### src/rtl/pulse_monitor.sv
// pulse_monitor
//   Measures one pulse per start trigger: the delay in clk cycles from the
//   start rise to the pulse_in rise, and the number of cycles pulse_in stays
//   high. The result is held with a valid/ready handshake until consumed.
//
// Parameters
//   SYNC_STAGES    : synchronizer depth for pulse_in (2..4); start is delayed
//                    by the same amount so both edges stay aligned
//   CNT_W          : width of the delay and width counters (saturating)
//   TIMEOUT_CYCLES : cycles waited for each pulse edge before aborting
//
// Ports
//   clk        : clock, all state on the rising edge
//   reset      : asynchronous active-low reset
//   start      : synchronous measurement trigger (rising edge)
//   pulse_in   : asynchronous pulse under measurement
//   meas_valid : result held and available
//   meas_ready : consumer accepts the result on meas_valid & meas_ready
//   delay_out  : cycles from start rise to pulse_in rise
//   width_out  : cycles pulse_in was sampled high
//   timeout    : measurement aborted, an edge did not arrive in time
//   saturated  : a counter clipped at all-ones
//   busy       : FSM is outside IDLE
module pulse_monitor #(
  parameter int SYNC_STAGES    = 2,
  parameter int CNT_W          = 16,
  parameter int TIMEOUT_CYCLES = 1000
) (
  input  logic             clk,
  input  logic             reset,
  input  logic             start,
  input  logic             pulse_in,
  output logic             meas_valid,
  input  logic             meas_ready,
  output logic [CNT_W-1:0] delay_out,
  output logic [CNT_W-1:0] width_out,
  output logic             timeout,
  output logic             saturated,
  output logic             busy
);

  // The edge timer is sized from TIMEOUT_CYCLES rather than CNT_W so that a
  // narrow, already saturated counter can never prevent the abort.
  localparam int               TMR_W     = $clog2(TIMEOUT_CYCLES + 1);
  localparam logic [TMR_W-1:0] TMR_LIMIT = TMR_W'(TIMEOUT_CYCLES);

  typedef enum logic [1:0] {
    IDLE,
    WAIT_RISE,
    MEASURE_HIGH,
    REPORT
  } state_t;

  // Returns {clipped, next_value}; holds at all-ones instead of wrapping.
  function automatic logic [CNT_W:0] sat_inc(input logic [CNT_W-1:0] v);
    if (&v) begin
      return {1'b1, v};
    end
    return {1'b0, v + CNT_W'(1)};
  endfunction

  logic [SYNC_STAGES-1:0] pulse_p;
  logic [SYNC_STAGES-1:0] start_p;
  logic                   pulse_prev;
  logic                   start_prev;
  logic                   pulse_s;
  logic                   pulse_rise;
  logic                   start_rise;

  state_t           state_q,   state_d;
  logic [CNT_W-1:0] delay_q,   delay_d;
  logic [CNT_W-1:0] width_q,   width_d;
  logic [TMR_W-1:0] tmr_q,     tmr_d;
  logic             timeout_q, timeout_d;
  logic             sat_q,     sat_d;
  logic [TMR_W-1:0] tmr_inc;
  logic [CNT_W:0]   delay_inc;
  logic [CNT_W:0]   width_inc;

  // Stage: synchronizer for pulse_in and matching delay line for start,
  // followed by one register of history for edge detection.
  always_ff @(posedge clk or negedge reset) begin
    if (!reset) begin
      pulse_p    <= '0;
      start_p    <= '0;
      pulse_prev <= 1'b0;
      start_prev <= 1'b0;
    end else begin
      pulse_p    <= {pulse_p[SYNC_STAGES-2:0], pulse_in};
      start_p    <= {start_p[SYNC_STAGES-2:0], start};
      pulse_prev <= pulse_p[SYNC_STAGES-1];
      start_prev <= start_p[SYNC_STAGES-1];
    end
  end

  assign pulse_s    = pulse_p[SYNC_STAGES-1];
  assign pulse_rise = pulse_s & ~pulse_prev;
  assign start_rise = start_p[SYNC_STAGES-1] & ~start_prev;

  // Stage: measurement FSM next-state and counter logic.
  always_comb begin
    state_d   = state_q;
    delay_d   = delay_q;
    width_d   = width_q;
    tmr_d     = tmr_q;
    timeout_d = timeout_q;
    sat_d     = sat_q;
    tmr_inc   = tmr_q + TMR_W'(1);
    delay_inc = sat_inc(delay_q);
    width_inc = sat_inc(width_q);

    case (state_q)
      IDLE: begin
        if (start_rise) begin
          state_d   = WAIT_RISE;
          delay_d   = '0;
          width_d   = '0;
          tmr_d     = '0;
          timeout_d = 1'b0;
          sat_d     = 1'b0;
        end
      end

      WAIT_RISE: begin
        // The rise cycle itself is counted, so a pulse first sampled D
        // edges after start reports exactly D.
        delay_d = delay_inc[CNT_W-1:0];
        sat_d   = sat_q | delay_inc[CNT_W];
        if (pulse_rise) begin
          // The rise cycle is also the first high sample of the width.
          state_d = MEASURE_HIGH;
          width_d = CNT_W'(1);
          tmr_d   = TMR_W'(1);
        end else if (tmr_inc == TMR_LIMIT) begin
          state_d   = REPORT;
          timeout_d = 1'b1;
        end else begin
          tmr_d = tmr_inc;
        end
      end

      MEASURE_HIGH: begin
        if (pulse_s) begin
          width_d = width_inc[CNT_W-1:0];
          sat_d   = sat_q | width_inc[CNT_W];
          tmr_d   = tmr_inc;
          if (tmr_inc == TMR_LIMIT) begin
            state_d   = REPORT;
            timeout_d = 1'b1;
          end
        end else begin
          state_d = REPORT;
        end
      end

      REPORT: begin
        // Results are frozen here; start edges are deliberately ignored.
        if (meas_ready) begin
          state_d = IDLE;
        end
      end

      default: state_d = IDLE;
    endcase
  end

  // Stage: FSM state and result registers.
  always_ff @(posedge clk or negedge reset) begin
    if (!reset) begin
      state_q   <= IDLE;
      delay_q   <= '0;
      width_q   <= '0;
      tmr_q     <= '0;
      timeout_q <= 1'b0;
      sat_q     <= 1'b0;
    end else begin
      state_q   <= state_d;
      delay_q   <= delay_d;
      width_q   <= width_d;
      tmr_q     <= tmr_d;
      timeout_q <= timeout_d;
      sat_q     <= sat_d;
    end
  end

  assign meas_valid = (state_q == REPORT);
  assign busy       = (state_q != IDLE);
  assign delay_out  = delay_q;
  assign width_out  = width_q;
  assign timeout    = timeout_q;
  assign saturated  = sat_q;

endmodule

### config.mk
export PLATFORM = sky130hd
export DESIGN_NAME = pulse_monitor
export DESIGN_NICKNAME = d
export VERILOG_FILES = /design/src/rtl/pulse_monitor.sv
export SDC_FILE = /design/constraint.sdc
export NUM_CORES = 1
export LEC_CHECK = 0
export CAP_MARGIN = 20
export CORE_MARGIN = 2
export CORE_UTILIZATION = 34
export DETAILED_ROUTE_END_ITERATION = 10
export HOLD_SLACK_MARGIN = 0.06
export PLACE_DENSITY_LB_ADDON = 0.15
export RECOVER_POWER = 25
export REMOVE_ABC_BUFFERS = 1
export SETUP_SLACK_MARGIN = 0.05
export SLEW_MARGIN = 0
export SYNTH_ARGS = -nofsm -noshare
export SYNTH_HDL_FRONTEND = slang
export SYNTH_SLANG_ARGS = --single-unit
### constraint.sdc
create_clock -name clk -period 6.49 [get_ports clk]
set_clock_uncertainty 0.1 [all_clocks]
set_input_delay 0.649 -clock clk [delete_from_list [all_inputs] [get_ports clk]]
set_output_delay 0.649 -clock clk [all_outputs]
set_load 0.03 [all_outputs]
=== Word-level counts from Yosys, hierarchy flattened ===
Cells that the tools add are included.

* Bits in registers: 52
* Input bits: 5
* Output and inout port bits: 36
* Word-level logic and storage cells: 72

* $add $sub $neg: 3
* Equality and inequality tests: 12
* Muxes and demuxes: 29
* Bitwise operators: 6
* Reduce and logical (&&, ||, !) cells: 12

{| class="wikitable"
|+ Operators with widths
! kind !! count
|-
| $mux 17 || 4
|-
| $mux 16 || 3
|-
| $pmux 16 s3 || 1
|-
| $mux 10 || 4
|-
| $add 16x1->16 const B || 2
|-
| $pmux 16 s2 || 1
|-
| $reduce_and 16->1 || 2
|-
| $pmux 10 s3 || 1
|-
| $add 10x1->10 const B || 1
|-
| $eq 10x10->1 const B || 1
|-
| $mux 2 || 5
|-
| $ne 3x3->1 const B || 3
|-
| $ne 2x2->1 const B || 4
|-
| $pmux 2 s4 || 1
|-
| $reduce_and 4->1 || 2
|-
| $mux 1 || 7
|-
| $pmux 1 s3 || 2
|-
| $reduce_and 3->1 || 2
|-
| $reduce_and 5->1 || 1
|-
| $eq 2x2->1 const B || 2
|-
| $reduce_bool 2->1 || 2
|-
| $reduce_bool 3->1 || 1
|-
| $and 1x1->1 || 2
|-
| $eq 2x1->1 const B || 1
|-
| other kinds (5) || 7
|}

=== Logic depth before layout (Yosys ltp) ===
* Word-level depth: 6
* Depth in mapped cells: 10
* Gate-level depth less buffers: 8

=== Worst setup path before layout ===
OpenSTA, ideal clock, no wires.

* Path kind: register -> register
* Start: register state_q[0]
* End: register tmr_q[5]
* Setup time: 110 ps
* Data arrival time: 2289 ps
* Data required time: 6280 ps
* Slack: 3991 ps
* Stages on the path, launching flop included: 10
* Buffers on the path: 2
* Period minus slack after synthesis: 2499 ps
* Cells stage by stage: dfrtp_1 -> inv_1 -> ha_1 -> clkbuf_1 -> nor2b_1 -> a211oi_1 -> o21ai_0 -> or2_2 -> buf_4 -> o41ai_1

* Word-level cells in the longest chain between the ends: 3

{| class="wikitable"
|+ Ends and longest elaborated chain
! element !! RTL line !! source
|-
| from (decl) || 70 || <nowiki>state_t state_q, state_d;</nowiki>
|-
| from (signal assigned) || 177 || <nowiki>state_q <= state_d;</nowiki>
|-
| $eq 2x1->1 (tied with other cells) || 112 || <nowiki>case (state_q)</nowiki>
|-
| $ne 3x3->1 (no source line) (tied with other cells) || - ||
|-
| $reduce_and 4->1 (no source line) || - ||
|-
| to (signal assigned) || 180 || <nowiki>tmr_q <= tmr_d;</nowiki>
|-
| to (decl) || 73 || <nowiki>logic [TMR_W-1:0] tmr_q, tmr_d;</nowiki>
|}

Several ways; a longest one is shown, not always the timed one.
A chain may end at the register's enable or synchronous reset.

==> tab_implementation.tex <==
\begin{tabular}{lr}
\hline
Metric & Value \\
\hline
\multicolumn{2}{l}{\textbf{Status}} \\
Run status & complete, but fails checks \\
Failing checks & capacitance limit, slew limit \\
\multicolumn{2}{l}{\textbf{Hold path}} \\
Class of the most critical hold timing path & reg2reg \\
Origin of the worst min-delay path & start\_p[0] \\
Hold EP & start\_p[1] \\
Cell count of the worst hold path & 0 \\
\multicolumn{2}{l}{\textbf{Final layout}} \\
Number of inserted diodes & 0 \\
Total area of multi-input combinational cells & 1531 um2 \\
Area of all placed cells without fillers & 3510 um2 \\
Layout cell share with drive strength beyond 1 & 5.121\% \\
Net count, final & 385 \\
Fill cell count & 851 \\
P\&R area growth vs syn & 20.08\% \\
Sequential cell area & 1301 um2 \\
Final non-filler cell total & 476 \\
Post-layout utilization of the core & 42.50\% \\
\multicolumn{2}{l}{\textbf{Placed design}} \\
Dpl cells & 468 \\
Input/output buffers & 40 \\
Pre-CTS worst setup slack & 3.439 ns \\
GP Congestion & 0.8164 \\
Placed cell area & 3428 um2 \\
Post-detail-place hpwl & 4925 um \\
\multicolumn{2}{l}{\textbf{Critical path}} \\
Type of the setup path with the least slack & in2async \\
Slowest cell on the critical path & clkbuf\_1 \\
Crit-path max cell delay & 2.00 ns \\
Signal arrival time at the worst endpoint & 2.76 ns \\
Reg-to-reg startpoint & state\_q[0] \\
Critical path buffer and inverter count & 2 \\
Flop-to-flop setup slack & 3.48 ns \\
Worst-case reg-to-reg path depth & 8 \\
Required time reported for the critical path endpoint & 6.19 ns \\
Peak fanout along the critical path & 52 \\
Category of the worst setup path launch point & primary input \\
Crit path cell chain & buf\_2 -> clkbuf\_1 \\
Destination of the worst register-to-register timing path & width\_out[13] \\
Cell family contributing the most delay on the critical path & buffers and inverters \\
Kind of end point of the critical path & asynchronous set/reset pin \\
Instance count on the critical path & 2 \\
\multicolumn{2}{l}{\textbf{STA}} \\
Worst slew pin tran & 2.855 ns \\
Setup repair after global routing missed its margin & no \\
Final Max Tran Viols & 53 \\
Fin Hold WS & 0.2574 ns \\
Peak clock frequency supported by timing & 326.7 MHz \\
Post-route fraction of the period consumed by the critical path & 47.16\% \\
Final setup violation count & 0 \\
Rel. slew slack & -90.32\% \\
Min cycle time layout & 3.061 ns \\
Final TNS setup & 0 ns \\
Count of endpoints failing hold in the final timing report & 0 \\
Worst path setup slack after routing & 3.429 ns \\
\multicolumn{2}{l}{\textbf{GRT}} \\
Initial antenna violation count & 0 \\
Total gr overflow & 0 \\
Busiest metal layer after global routing & met2 \\
Met1 layer usage reported by global route & 21.35\% \\
Global-route track usage on met3 & 2.529\% \\
Global-route wire length before repair & 11810 um \\
Number of global-route vias before repair & 2428 \\
M2 GR Usage & 23.56\% \\
Maximum number of pins on one net before global-route repair & 53 \\
Global Route Usage Sum & 14.94\% \\
\multicolumn{2}{l}{\textbf{Power and ir drop}} \\
Switching Share & 42.60\% \\
Internal power consumption & 570.5 uW \\
Cell area power density & 283.2 nW/um2 \\
Part of the power in registers & 38.1\% \\
Pleak & 1.408 nW \\
Total net switching power & 423.4 uW \\
Tot Pwr & 993.9 uW \\
Clock network power share & 18.1\% \\
Portion of total power attributed to combinational logic & 43.7\% \\
VDD IR-drop max & 0.1226 mV \\
\multicolumn{2}{l}{\textbf{Logic synthesis}} \\
Top cells by area in the synthesized netlist & dfrtp\_1, o21ai\_0, nand2\_1 \\
Most used flip-flop cell after synthesis & dfrtp\_1 \\
Synth top area share & 44.52\% \\
Post-Syn Area per Cell & 8.857 um2 \\
Number of synthesized flops with an enable pin & 0 \\
Cell type with the largest total area after synthesis & dfrtp\_1 \\
Post-synthesis register bit count & 52 \\
Proportion of register bits with asynchronous set or reset after synthesis & 100.0\% \\
Proportion of synthesized chip area in sequential cells & 44.52\% \\
Post-Syn Area & 2923 um2 \\
Number of standard cells after synthesis & 330 \\
Number of synthesis warnings & 0 \\
Number of unique standard cell types used by synthesis & 47 \\
\multicolumn{2}{l}{\textbf{Floorplanning}} \\
Horiz. Die Dim & 96.72 um \\
Core area & 8258 um2 \\
Area of the die & 9354 um2 \\
Site row count & 33 \\
Io pins & 41 \\
Effective utilization at floorplan & 35.39\% \\
Die height & 96.72 um \\
\multicolumn{2}{l}{\textbf{Clock tree}} \\
Post-CTS resize count & 0 \\
Inserted Clock Buffers & 5 \\
CTS tree & done \\
Root Buffer Master & clkbuf\_8 \\
CTS Sinks & 52 \\
Post-CTS setup buffer count & 0 \\
Max Root-Sink Buffers & 2 \\
Clock-pin slew of the registers on the worst-case setup and hold paths & 0.09 ns \\
CTS H-Tree Depth & 2 \\
Worst-Skew Late Latency & 0.30 ns \\
Hold-fix buffer count after cts & 0 \\
\multicolumn{2}{l}{\textbf{Routing}} \\
Count of TritonRoute iterations in the first routing pass & 4 \\
DRT antenna net count & 0 \\
Via count & 2628 \\
Iter 0 DRT Violations & 117 \\
Average wire per standard cell & 14.63 um \\
Detailed-route vias per instance & 5.521 \\
DRC violation count after routing & 0 \\
Aggregate routed wire length & 6966 um \\
\multicolumn{2}{l}{\textbf{Run}} \\
Max cap viols & 1 \\
\hline
\end{tabular}
## cell type report
| cell class | instances | share of cell area (%) |
|---|---|---|
| multi-input combinational | 256 | 43.64 |
| sequential | 52 | 37.08 |
| timing repair buffer | 45 | 12.16 |
| tap | 105 | 3.743 |
| clock buffer | 6 | 2.068 |
| inverter | 11 | 1.176 |
| clock inverter | 1 | 0.1426 |
## power by group through the flow
stage	Sequential, mW	Clock, mW	Combinational, mW
CTS	0.378	0.189	0.432
floorplan	0.398	0	0.272
global route	0.384	0.197	0.495
finish	0.379	0.180	0.435
detailed placement	0.385	0	0.430
global placement	0.383	0	0.423
## layout by cell type (no fill, tap or decap), drive strengths merged, types with 2 or more instances in the layout
cell / instances
a211o: 3
a211oi: 3
a21oi: 9
a22o: 2
a31oi: 8
and2: 2
and3: 6
and4: 3
buf: 5
clkbuf: 7
clkdlybuf4s50: 37
dfrtp: 52
dlygate4sd3: 2
ha: 9
inv: 11
mux2i: 3
nand2: 34
nand2b: 7
nand3: 21
nand3b: 3
nand4: 9
nor2: 31
nor2b: 9
nor3: 6
nor4: 3
o21ai: 43
o31ai: 10
o41ai: 5
or2: 3
or3: 2
xor2: 6
## cell usage after synthesis (7+ instances only)
| master | count |
|---|---|
| nand2b_1 | 7 |
| ha_1 | 9 |
| inv_1 | 11 |
| o31ai_1 | 9 |
| nor2b_1 | 9 |
| nand2_1 | 34 |
| o21ai_0 | 43 |
| nand3_1 | 20 |
| dfrtp_1 | 52 |
| a21oi_1 | 9 |
| nand4_1 | 9 |
| nor2_1 | 31 |
| a31oi_1 | 8 |
| clkbuf_1 | 9 |
## flip-flops by register name (all words and copies together) (netlist names)
signal / count
start_prev: 1
state_q: 2
saturated: 1
timeout: 1
tmr_q: 10
delay_out: 16
start_p: 2
width_out: 16
pulse_p: 2
pulse_prev: 1
## cells by family after synthesis
family / count (synthesis) / share of synthesized area (%)
xor+xnor: 7 / 2.098
flops: 52 / 44.52
buf+inv: 22 / 3.082
fa+ha+maj: 9 / 3.853
compound gates: 94 / 20.59
simple gates: 143 / 24.83
mux: 3 / 1.027
## worst max path at each step
stage | start | end
finish | reset | delay_out[9]
global route | reset | tmr_q[3]
CTS | state_q[0] | width_out[13]
detailed placement | state_q[0] | width_out[13]
global placement | state_q[0] | width_out[13]
floorplan | tmr_q[0] | tmr_q[2]
## metal layers
metal	routed length (um)	share of wire, %	vias to the layer above
li1	-	-	1288
met1	3378	48	1292
met2	3322	48	44
met3	209	3.0	4
met4	55	0.79	0
met5	0	0	-
(Power assumes the default switching activity.)
